File: config.mk
export PLATFORM = sky130hd
export DESIGN_NAME = iob_uart_master
export DESIGN_NICKNAME = d
export VERILOG_FILES = /design/src/rtl/iob_uart_master.sv
export SDC_FILE = /design/constraint.sdc
export NUM_CORES = 1
export LEC_CHECK = 0
export CELL_PAD_IN_SITES_DETAIL_PLACEMENT = 1
export CELL_PAD_IN_SITES_GLOBAL_PLACEMENT = 1
export CORE_MARGIN = 3
export CORE_UTILIZATION = 47
export CTS_CLUSTER_SIZE = 20
export DETAILED_ROUTE_END_ITERATION = 8
export DONT_BUFFER_PORTS = 1
export PLACE_DENSITY_LB_ADDON = 0.1
export RECOVER_POWER = 50
export SYNTH_ARGS = -nofsm -noshare
export SYNTH_HDL_FRONTEND = slang
export SYNTH_SLANG_ARGS = --single-unit
File: constraint.sdc
create_clock -name clk -period 2.62 [get_ports clk]
set_input_delay 0.393 -clock clk [delete_from_list [all_inputs] [get_ports clk]]
set_output_delay 0.393 -clock clk [all_outputs]
set_load 0.01 [all_outputs]
File: src/rtl/iob_uart_master.sv
// UART-to-IOb bridge: a host on rxd/txd issues single-word reads
// and writes on an IOb-native initiator port.
//
// Ports:
//   clk, rst              system clock, synchronous active-high reset
//   rxd / txd             UART 8N1 serial in / out (idle high, LSB first)
//   valid, address,       IOb request (wstrb=0 means read)
//   wdata, wstrb
//   rdata, ready          IOb response (rdata valid in the ready cycle)
//
// Host protocol: 'W' a0 a1 a2 a3 d0 d1 d2 d3 -> reply 0x06
//                'R' a0 a1 a2 a3             -> reply r0 r1 r2 r3
module iob_uart_master #(
    parameter int DATA_W  = 32,
    parameter int ADDR_W  = 32,
    parameter int CLK_DIV = 868
) (
    input  logic                clk,
    input  logic                rst,
    input  logic                rxd,
    output logic                txd,
    output logic                valid,
    output logic [ADDR_W-1:0]   address,
    output logic [DATA_W-1:0]   wdata,
    output logic [DATA_W/8-1:0] wstrb,
    input  logic [DATA_W-1:0]   rdata,
    input  logic                ready
);

    localparam logic [15:0] BIT_END  = 16'(CLK_DIV - 1);
    localparam logic [15:0] HALF_END = 16'(CLK_DIV / 2 - 1);

    // ---------------- UART receiver ----------------
    typedef enum logic [1:0] {
        RX_IDLE, RX_START, RX_DATA, RX_STOP
    } rx_state_t;

    rx_state_t   rx_state, rx_state_n;
    logic        rx_s1, rx_s2, rx_s3;
    logic [15:0] rx_cnt;
    logic [2:0]  rx_bit;
    logic [7:0]  rx_sh;
    logic        rx_tick;
    logic        rx_byte_vld;
    logic [7:0]  rx_byte;

    assign rx_tick = (rx_cnt == 16'd0);
    assign rx_byte = rx_sh;

    always_comb begin
        rx_state_n  = rx_state;
        rx_byte_vld = 1'b0;
        unique case (rx_state)
            RX_IDLE:  if (rx_s3 && !rx_s2) rx_state_n = RX_START;
            // a start bit that is high again at mid-bit is a glitch
            RX_START: if (rx_tick) rx_state_n = rx_s2 ? RX_IDLE : RX_DATA;
            RX_DATA:  if (rx_tick && rx_bit == 3'd7) rx_state_n = RX_STOP;
            RX_STOP: begin
                if (rx_tick) begin
                    rx_state_n  = RX_IDLE;
                    rx_byte_vld = rx_s2;
                end
            end
            default:  rx_state_n = RX_IDLE;
        endcase
    end

    always_ff @(posedge clk) begin
        if (rst) begin
            rx_s1    <= 1'b1;
            rx_s2    <= 1'b1;
            rx_s3    <= 1'b1;
            rx_state <= RX_IDLE;
            rx_cnt   <= 16'd0;
            rx_bit   <= 3'd0;
            rx_sh    <= 8'd0;
        end else begin
            rx_s1    <= rxd;
            rx_s2    <= rx_s1;
            rx_s3    <= rx_s2;
            rx_state <= rx_state_n;
            if (rx_state == RX_IDLE) begin
                rx_cnt <= HALF_END;
                rx_bit <= 3'd0;
            end else if (rx_tick) begin
                rx_cnt <= BIT_END;
                if (rx_state == RX_DATA) begin
                    rx_sh  <= {rx_s2, rx_sh[7:1]};
                    rx_bit <= rx_bit + 3'd1;
                end
            end else begin
                rx_cnt <= rx_cnt - 16'd1;
            end
        end
    end

    // ---------------- UART transmitter ----------------
    typedef enum logic {TX_IDLE, TX_BUSY} tx_state_t;

    tx_state_t   tx_state, tx_state_n;
    logic [9:0]  tx_sh;
    logic [15:0] tx_cnt;
    logic [3:0]  tx_bit;
    logic        tx_last;
    logic        tx_ready;
    logic        tx_start;
    logic [7:0]  tx_data;

    // Accepting a byte in the final stop-bit cycle keeps frames gapless.
    assign tx_last  = (tx_state == TX_BUSY) && (tx_cnt == 16'd0)
                    && (tx_bit == 4'd9);
    assign tx_ready = (tx_state == TX_IDLE) || tx_last;
    assign txd      = tx_sh[0];

    always_comb begin
        tx_state_n = tx_state;
        if (tx_start && tx_ready) tx_state_n = TX_BUSY;
        else if (tx_last)         tx_state_n = TX_IDLE;
    end

    always_ff @(posedge clk) begin
        if (rst) begin
            tx_state <= TX_IDLE;
            tx_sh    <= '1;
            tx_cnt   <= 16'd0;
            tx_bit   <= 4'd0;
        end else begin
            tx_state <= tx_state_n;
            if (tx_start && tx_ready) begin
                tx_sh  <= {1'b1, tx_data, 1'b0};
                tx_cnt <= BIT_END;
                tx_bit <= 4'd0;
            end else if (tx_state == TX_BUSY) begin
                if (tx_cnt == 16'd0) begin
                    tx_sh  <= {1'b1, tx_sh[9:1]};
                    tx_cnt <= BIT_END;
                    tx_bit <= tx_bit + 4'd1;
                end else begin
                    tx_cnt <= tx_cnt - 16'd1;
                end
            end
        end
    end

    // ---------------- command parser ----------------
    typedef enum logic [2:0] {IDLE, ADDR, DATA, BUS, RESP} state_t;

    state_t      state, state_n;
    logic        op_wr;
    logic [1:0]  byte_cnt;
    logic [31:0] addr_sh;
    logic [31:0] data_sh;
    logic [31:0] rsp_sh;
    logic [2:0]  rsp_left;
    logic        issue;

    assign address = ADDR_W'(addr_sh);
    assign wdata   = DATA_W'(data_sh);
    assign tx_data = rsp_sh[7:0];
    assign issue   = (state_n == BUS) && (state != BUS);

    always_comb begin
        state_n  = state;
        tx_start = 1'b0;
        unique case (state)
            IDLE: begin
                if (rx_byte_vld &&
                    (rx_byte == 8'h57 || rx_byte == 8'h52))
                    state_n = ADDR;
            end
            ADDR: begin
                if (rx_byte_vld && byte_cnt == 2'd3)
                    state_n = op_wr ? DATA : BUS;
            end
            DATA: begin
                if (rx_byte_vld && byte_cnt == 2'd3)
                    state_n = BUS;
            end
            BUS: if (valid && ready) state_n = RESP;
            RESP: begin
                // leave only once the last reply byte is on the wire
                if (rsp_left != 3'd0) tx_start = 1'b1;
                else if (tx_ready)    state_n  = IDLE;
            end
            default: state_n = IDLE;
        endcase
    end

    always_ff @(posedge clk) begin
        if (rst) begin
            state    <= IDLE;
            op_wr    <= 1'b0;
            byte_cnt <= 2'd0;
            addr_sh  <= 32'd0;
            data_sh  <= 32'd0;
            rsp_sh   <= 32'd0;
            rsp_left <= 3'd0;
            valid    <= 1'b0;
            wstrb    <= '0;
        end else begin
            state <= state_n;
            if (issue) begin
                valid <= 1'b1;
                wstrb <= op_wr ? '1 : '0;
            end
            unique case (state)
                IDLE: begin
                    if (rx_byte_vld) begin
                        op_wr    <= (rx_byte == 8'h57);
                        byte_cnt <= 2'd0;
                    end
                end
                ADDR: begin
                    if (rx_byte_vld) begin
                        addr_sh  <= {rx_byte, addr_sh[31:8]};
                        byte_cnt <= byte_cnt + 2'd1;
                    end
                end
                DATA: begin
                    if (rx_byte_vld) begin
                        data_sh  <= {rx_byte, data_sh[31:8]};
                        byte_cnt <= byte_cnt + 2'd1;
                    end
                end
                BUS: begin
                    if (valid && ready) begin
                        valid <= 1'b0;
                        wstrb <= '0;
                        if (op_wr) begin
                            rsp_sh   <= 32'h06;
                            rsp_left <= 3'd1;
                        end else begin
                            rsp_sh   <= 32'(rdata);
                            rsp_left <= 3'd4;
                        end
                    end
                end
                RESP: begin
                    if (tx_start && tx_ready) begin
                        rsp_sh   <= rsp_sh >> 8;
                        rsp_left <= rsp_left - 3'd1;
                    end
                end
                default: ;
            endcase
        end
    end

endmodule

==> out/summary.json, run 1 <==
{
  "area_delta_synth_final_pct": 10.8,
  "cts_inserted_buffers": 17,
  "detail_route.iter0.violations": 367,
  "yosysWarnings": 0,
  "portBuffers": 0,
  "ys_ff_latch": 172,
  "syn_avg_cell_area_um2": 8.34,
  "r2r_slack_ns": 0.19,
  "setup.worst_path.end_class": "flip-flop",
  "max_clock_freq_mhz": 412,
  "grt_first_pass_wirelength_um": 30800,
  "first_global_vias": 6068,
  "mappedNetlistNets": 912,
  "clk_pin_slew_ns": 0.06,
  "seq_area_frac_synth_pct": 47.7,
  "min_path_cells": 1,
  "final_min_period_over_clock_period_pct": 92.6,
  "num-nets-final": 894,
  "boundaryPins": 106,
  "power_density_nw_per_um2": 679,
  "timing.rr.end": "rsp_sh[18]",
  "cp.required_ns": 2.94,
  "critical_path.reg2reg.startpoint": "state[2]",
  "drv_slew": 0,
  "ctsHtreeMaxLevel": 4,
  "grt_antenna_before_repair": 0,
  "maxCapViolations": 0,
  "post-cts-setup-buffers": 0,
  "finClkSkew_ns": 0.00910,
  "ys_async_sr_fraction_pct": 0,
  "timing.final.setup_violations": 0,
  "post-route-worst-setup-slack_ns": 0.194,
  "hp-start": "rst",
  "viasPerCell": 5.71,
  "totalNegativeSetupSlack_ns": 0,
  "grt_max_degree": 133,
  "pre_cts_ws_ns": 0.228,
  "slew_headroom_pct": 40.6,
  "starting_density_pct": 48.9,
  "post-route-drc-count": 0,
  "timing.critical_path.arrival_ns": 2.75,
  "cts.root.buffer_cell": "sky130_fd_sc_hd__clkbuf_16",
  "worst_setup_path_start_kind": "flip-flop",
  "firstDrtPassIters": 5,
  "grt_overflow_total": 0,
  "grtUsageTotal_pct": 22.5,
  "hold_path.class": "input pin to flip-flop",
  "vias": 5951,
  "row_count": 44,
  "vdd_ir_drop_max_uv": 529,
  "die-area_um2": 16900,
  "floorplan.die.width_um": 130,
  "synthCells": 865,
  "placedCellCount": 1012,
  "die-height_um": 130,
  "clkSinkCount": 172,
  "status": "completed",
  "netlist-cell-type-count": 52,
  "instances_no_fill": 1043,
  "cellLeakagePower_nw": 2.83,
  "cts_buffer_depth": 2,
  "final-hold-violation-count": 0,
  "synth-main-ff-cell": "sky130_fd_sc_hd__dfxtp_1",
  "drt_wl_total_um": 18700,
  "routabilityCongestion": 0.826,
  "hold_buffers": 0,
  "worst_pin_slew_ns": 0.890,
  "rsz0062_at_grt": "no",
  "worst_skew_pair.late_latency_ns": 0.43,
  "final_layout_size_suffix_gt1_share_pct": 8.27,
  "timing.critical_path.fanout_max": 27,
  "core-area_um2": 14800,
  "tritoncts": "built",
  "post_drt_wl_per_cell_um": 17.9,
  "antennaDiodeCount": 0,
  "r2r.worst_path.cells": 6,
  "setup.worst_path.class": "flip-flop to flip-flop",
  "synthesis.area_um2": 7210,
  "place.detailed.hpwl_um": 12400,
  "period_needed_ns": 2.43,
  "ant_nets": 0,
  "synth_edf_count": 0
}
cells in the final DEF (no fill, tap or decap), types with 5 or more instances in the layout:
cell type                   count
sky130_fd_sc_hd__a21oi_1      108
sky130_fd_sc_hd__mux2i_1       16
sky130_fd_sc_hd__a211oi_2      10
sky130_fd_sc_hd__nor4_1        11
sky130_fd_sc_hd__buf_4         16
sky130_fd_sc_hd__dfxtp_1      172
sky130_fd_sc_hd__or3_1          7
sky130_fd_sc_hd__o21ai_0       24
sky130_fd_sc_hd__inv_1         14
sky130_fd_sc_hd__clkbuf_16     17
sky130_fd_sc_hd__nor2b_1        7
sky130_fd_sc_hd__nand2_1      173
sky130_fd_sc_hd__xnor2_1       11
sky130_fd_sc_hd__a31oi_1        5
sky130_fd_sc_hd__ha_1          11
sky130_fd_sc_hd__nor3b_1       24
sky130_fd_sc_hd__nand3b_1       7
sky130_fd_sc_hd__a32oi_1        8
sky130_fd_sc_hd__xor2_1        17
sky130_fd_sc_hd__nor2_1        84
sky130_fd_sc_hd__a211oi_1      15
sky130_fd_sc_hd__nor3_1        10
sky130_fd_sc_hd__nand3_1       25
sky130_fd_sc_hd__or2_2          8
final cells by class:
class                   count  area, um^2
clock inverters            10         164
repair buffers             21         173
clock buffers              21         470
inverters                  14        52.6
flip-flops and latches    172        3440
multi-input cells         621        3460
well taps                 184         230
fillers                  1759        6770
per-layer routing:
metal / global-route usage, % / part of all wire [%]
met3: 5.85 / 3.4
met5: 0 / 0
met1: 29.4 / 46
met2: 37.4 / 49
met4: 5.68 / 1.3
Yosys cell counts (7+ instances only):
master	instances	share of area, %
sky130_fd_sc_hd__a211oi_1	15	1.6
sky130_fd_sc_hd__a211oi_2	10	1.7
sky130_fd_sc_hd__a21oi_1	108	7.5
sky130_fd_sc_hd__a32oi_1	8	0.97
sky130_fd_sc_hd__buf_2	14	0.97
sky130_fd_sc_hd__clkbuf_1	38	2.0
sky130_fd_sc_hd__dfxtp_1	172	48
sky130_fd_sc_hd__ha_1	11	1.9
sky130_fd_sc_hd__inv_1	14	0.73
sky130_fd_sc_hd__mux2i_1	16	2.2
sky130_fd_sc_hd__nand2_1	173	9.0
sky130_fd_sc_hd__nand3_1	25	1.7
sky130_fd_sc_hd__nand3b_1	7	0.73
sky130_fd_sc_hd__nor2_1	84	4.4
sky130_fd_sc_hd__nor2b_1	7	0.61
sky130_fd_sc_hd__nor3_1	10	0.69
sky130_fd_sc_hd__nor3b_1	25	2.6
sky130_fd_sc_hd__nor4_1	10	0.87
sky130_fd_sc_hd__o21ai_0	24	1.7
sky130_fd_sc_hd__or2_2	8	0.69
sky130_fd_sc_hd__or3_1	7	0.61
sky130_fd_sc_hd__xnor2_1	11	1.3
sky130_fd_sc_hd__xor2_1	17	2.1
report_power, final:
group	internal (mW)	switching, mW
sequential	2.62	0.0108
clock	1.67	1.02
combinational	0.0424	0.0661
worst max-delay path by stage:
stage | slack [ns] | start | endpoint | cells past startpoint
global placement | 0.36 | state[2] | rsp_sh[10] | 6
finish | 0.19 | state[2] | rsp_sh[18] | 6
floorplan | 0.58 | rx_cnt[0] | wstrb[3] | 7
CTS | 0.11 | rx_cnt[0] | wstrb[1] | 7
global route | 0.06 | state[2] | rsp_sh[18] | 6
detailed placement | 0.23 | state[2] | rsp_sh[14] | 6
sequential cells by signal (all words and copies together) (netlist names), 2 cells and up, named ones only:
signal,flops
rsp_left,3
wdata,32
tx_sh,9
rx_byte,8
address,32
tx_cnt,16
state,3
rx_cnt,16
rx_bit,3
wstrb,4
rsp_sh,32
tx_bit,4
byte_cnt,2
critical path: stages (launching register included):
cell                       delay [ns]
sky130_fd_sc_hd__dfxtp_1         0.49
sky130_fd_sc_hd__or3b_1          0.51
sky130_fd_sc_hd__or3_4           0.45
sky130_fd_sc_hd__o21ai_4         0.33
sky130_fd_sc_hd__buf_12          0.21
sky130_fd_sc_hd__nor2_1          0.06
sky130_fd_sc_hd__a211oi_1        0.26
per-stage QoR:
step | util, % | power [mW] | hold slack, ns | instance area (um^2)
2_1_floorplan | - | 2.80 | 0.389 | 7210
3_3_place_gp | 50.0 | 2.80 | 0.396 | 7370
3_5_place_dp | 50.0 | 2.80 | 0.396 | 7370
4_1_cts | 54.3 | 5.48 | 0.0181 | 8010
5_1_grt | 54.1 | 5.62 | 0.0199 | 7990
6_report | 54.1 | 5.43 | 0.0339 | 7990
timing repair:
| item | 4_1_cts | 5_1_grt |
|---|---|---|
| endpoints found under the setup margin | 0 | 4 |
| endpoints found under the hold margin | 0 | 0 |
| resized for setup | 0 | 1 |
logic make-up (layout without fill, tap and decap cells):
group                    after synthesis  in the layout  synth area share, %
AND/OR/NAND/NOR                      384            384                 25.1
AO/OA/AOI/OAI                        182            182                 15.2
multiplexers                          16             16                 2.22
flip-flops                           172            172                 47.7
buffers and inverters                 72             66                 4.41
adder cells (fa/ha/maj)               11             11                 1.91
XOR/XNOR                              28             28                 3.40
Note: power is estimated with default switching activity, not from simulation.
==> inputs of run 2 (changes only) <==
Settings changed: CORE_MARGIN 3 to unset.
==> out/summary.json, run 2 (synthesized netlist as in run 1, its figures left out) <==
{
  "timing.rr.end": {"value": "wstrb[0]", "change": "was rsp_sh[18]"},
  "path_buf_inv": {"value": 1, "change": "unchanged"},
  "critical_path.cell_chain": {"value": "inv_1, ha_1, nor4b_1, nand4_1, or3_1, or4_1, o21ai_0", "change": "was or3b_1, or3_4, o21ai_4, buf_12, nor2_1, a211oi_1"},
  "layout.cells.most_common": {"value": "sky130_fd_sc_hd__nand2_1", "change": "unchanged"},
  "post-route-worst-setup-slack": {"value": 0.225, "unit": "ns", "change": "was 0.194 ns"},
  "row_count": {"value": 44, "change": "unchanged"},
  "place.detailed.hpwl": {"value": 12200, "unit": "um", "change": "was 12400 um"},
  "post-cts-setup-buffers": {"value": 0, "change": "unchanged"},
  "num-nets-final": {"value": 891, "change": "was 894"},
  "mostFrequentLayoutCells": {"value": "sky130_fd_sc_hd__nand2_1 (173), sky130_fd_sc_hd__dfxtp_1 (172), sky130_fd_sc_hd__a21oi_1 (108)", "change": "unchanged"},
  "critPathLaunch": {"value": "rx_cnt[0]", "change": "was state[2]"},
  "max_clock_freq": {"value": 418, "unit": "MHz", "change": "was 412 MHz"},
  "period_needed": {"value": 2.40, "unit": "ns", "change": "was 2.43 ns"},
  "m1WireLength": {"value": 8490, "unit": "um", "change": "was 8570 um"},
  "clkSinkCount": {"value": 172, "change": "unchanged"},
  "critical_path.reg2reg.startpoint": {"value": "rx_cnt[0]", "change": "was state[2]"},
  "post_drt_wl_per_cell": {"value": 17.4, "unit": "um", "change": "was 17.9 um"},
  "vdd_ir_drop_max": {"value": 448, "unit": "uV", "change": "was 529 uV"},
  "floorplan.die.width": {"value": 126, "unit": "um", "change": "was 130 um"},
  "grt_overflow_total": {"value": 0, "change": "unchanged"},
  "setup.worst_path.end_class": {"value": "flip-flop", "change": "unchanged"},
  "cellLeakagePower": {"value": 2.81, "unit": "nW", "change": "was 2.83 nW"},
  "timing.final.setup_violations": {"value": 0, "change": "unchanged"},
  "hold_buffers": {"value": 0, "change": "unchanged"},
  "worst_setup_path_start_kind": {"value": "flip-flop", "change": "unchanged"},
  "rsz0062_at_grt": {"value": "no", "change": "unchanged"},
  "drv_slew": {"value": 0, "change": "unchanged"},
  "detail_route.iter0.violations": {"value": 285, "change": "was 367"},
  "critical_path_depth": {"value": 7, "change": "was 6"},
  "r2r.worst_path.cells": {"value": 7, "change": "was 6"},
  "worst_pin_slew": {"value": 0.864, "unit": "ns", "change": "was 0.890 ns"},
  "ctsResizeCount": {"value": 0, "change": "unchanged"},
  "timing.critical_path.max_delay_family": {"value": "simple AND/OR/NAND/NOR gates", "change": "unchanged"},
  "viasPerCell": {"value": 5.65, "change": "was 5.71"},
  "status": {"value": "completed", "change": "unchanged"},
  "critPathSlowestCell": {"value": "sky130_fd_sc_hd__or4_1", "change": "was sky130_fd_sc_hd__or3b_1"},
  "drt_wl_total": {"value": 18100, "unit": "um", "change": "was 18700 um"},
  "power_density": {"value": 665, "unit": "nW/um^2", "change": "was 679 nW/um^2"},
  "grt_first_pass_wirelength": {"value": 30500, "unit": "um", "change": "was 30800 um"},
  "timing.critical_path.fanout_max": {"value": 5, "change": "was 27"},
  "final_min_period_over_clock_period": {"value": 91.4, "unit": "%", "change": "was 92.6%"},
  "timing.critical_path.arrival": {"value": 2.75, "unit": "ns", "change": "about the same"},
  "wl_met3": {"value": 489, "unit": "um", "change": "was 630 um"},
  "slew_headroom": {"value": 41.9, "unit": "%", "change": "was 40.6%"},
  "final-hold-violation-count": {"value": 0, "change": "unchanged"},
  "post-route-drc-count": {"value": 0, "change": "unchanged"},
  "grt_max_degree": {"value": 133, "change": "unchanged"},
  "vias": {"value": 5883, "change": "was 5951"},
  "tritoncts": {"value": "built", "change": "unchanged"},
  "cts.root.buffer_cell": {"value": "sky130_fd_sc_hd__clkbuf_16", "change": "unchanged"},
  "met2WireLength": {"value": 8860, "unit": "um", "change": "was 9220 um"},
  "cp_slowest_stage_delay": {"value": 0.55, "unit": "ns", "change": "was 0.51 ns"},
  "ant_nets": {"value": 0, "change": "unchanged"},
  "final_layout_size_suffix_gt1_share": {"value": 8.40, "unit": "%", "change": "was 8.27%"},
  "setup.worst_path.class": {"value": "flip-flop to flip-flop", "change": "unchanged"},
  "worst_skew_pair.late_latency": {"value": 0.44, "unit": "ns", "change": "was 0.43 ns"},
  "maxCapViolations": {"value": 0, "change": "unchanged"},
  "die-area": {"value": 15800, "unit": "um^2", "change": "was 16900 um^2"},
  "setup.worst_path.end": {"value": "wstrb[0]", "change": "was rsp_sh[18]"},
  "cts_buffer_depth": {"value": 2, "change": "unchanged"},
  "clk_pin_slew": {"value": 0.07, "unit": "ns", "change": "was 0.06 ns"},
  "grt_antenna_before_repair": {"value": 0, "change": "unchanged"},
  "routabilityCongestion": {"value": 0.795, "change": "was 0.826"},
  "n_fill_cell": {"value": 1752, "change": "was 1759"},
  "die-height": {"value": 126, "unit": "um", "change": "was 130 um"},
  "pre_cts_ws": {"value": 0.302, "unit": "ns", "change": "was 0.228 ns"},
  "cp.required": {"value": 2.98, "unit": "ns", "change": "was 2.94 ns"},
  "area_delta_synth_final": {"value": 10.0, "unit": "%", "change": "was 10.8%"},
  "ctsHtreeMaxLevel": {"value": 4, "change": "unchanged"},
  "fin_total_pwr": {"value": 5.28, "unit": "mW", "change": "was 5.43 mW"},
  "portBuffers": {"value": 0, "change": "unchanged"},
  "cts_inserted_buffers": {"value": 17, "change": "unchanged"},
  "firstDrtPassIters": {"value": 4, "change": "was 5"},
  "totalNegativeSetupSlack": {"value": 0, "unit": "ns", "change": "unchanged"},
  "grtUsageTotal": {"value": 23.8, "unit": "%", "change": "was 22.5%"},
  "topRoutingLayerUsed": {"value": "met4", "change": "unchanged"},
  "antennaDiodeCount": {"value": 0, "change": "unchanged"},
  "first_global_vias": {"value": 6129, "change": "was 6068"},
  "hold_path.class": {"value": "input pin to flip-flop", "change": "unchanged"},
  "starting_density": {"value": 48.9, "unit": "%", "change": "unchanged"},
  "boundaryPins": {"value": 106, "change": "unchanged"},
  "finClkSkew": {"value": 0.0108, "unit": "ns", "change": "was 0.00910 ns"},
  "core-area": {"value": 14800, "unit": "um^2", "change": "unchanged"},
  "r2r_slack": {"value": 0.22, "unit": "ns", "change": "was 0.19 ns"}
}
==> run 2: where the power goes <==
| part | internal (mW) | leakage (nW) | total (mW) | switching, mW |
|---|---|---|---|---|
| sequential | 2.62 | 1.39 | 2.63 | 0.0117 |
| clock | 1.42 | 0.281 | 2.53 | 1.11 |
| combinational | 0.0439 | 1.14 | 0.110 | 0.0665 |
==> run 2: worst min-delay path by stage <==
| stage | slack (ns) | from | cells past startpoint | endpoint |
|---|---|---|---|---|
| after global routing | 0.004 | rst | 1 | address[13] |
| after global placement | 0.40 | rx_s1 | 1 | rx_s2 |
| after CTS | 0.01 | rst | 1 | address[15] |
| final | 0.02 | rst | 1 | rx_cnt[8] |
| after detailed placement | 0.41 | rx_s1 | 1 | rx_s2 |
| after floorplan | 0.39 | rx_s1 | 1 | rx_s2 |
==> run 2: layer usage <==
layer	up-vias	GRT usage, %
li1	2933	-
met4	0	7.30
met3	19	5.06
met1	2866	30.6
met5	-	0
met2	65	40.1
==> run 2: layout make-up <==
type,instances,area (um^2),area share (%)
clock buffer,17,425,5.36
sequential,172,3440,43.4
inverter,14,52.6,0.662
multi-input combinational,621,3460,43.6
clock inverter,15,166,2.10
tap,184,230,2.90
timing repair buffer,18,155,1.95
==> run 2: metrics by stage <==
step	instances	hold WS, ns	util, %	area, um^2
finish	1041	0.0204	53.8	7940
global route	1041	0.00351	53.8	7940
CTS	1041	0.00961	53.8	7940
detailed placement	1009	0.406	49.8	7350
global placement	1009	0.399	49.8	7350
floorplan	865	0.389	-	7210
==> run 2: worst reg2reg max path, cell delays in order (launching register included) <==
cell,delay (ns)
sky130_fd_sc_hd__dfxtp_1,0.35
sky130_fd_sc_hd__inv_1,0.10
sky130_fd_sc_hd__ha_1,0.17
sky130_fd_sc_hd__nor4b_1,0.35
sky130_fd_sc_hd__nand4_1,0.25
sky130_fd_sc_hd__or3_1,0.44
sky130_fd_sc_hd__or4_1,0.55
sky130_fd_sc_hd__o21ai_0,0.11
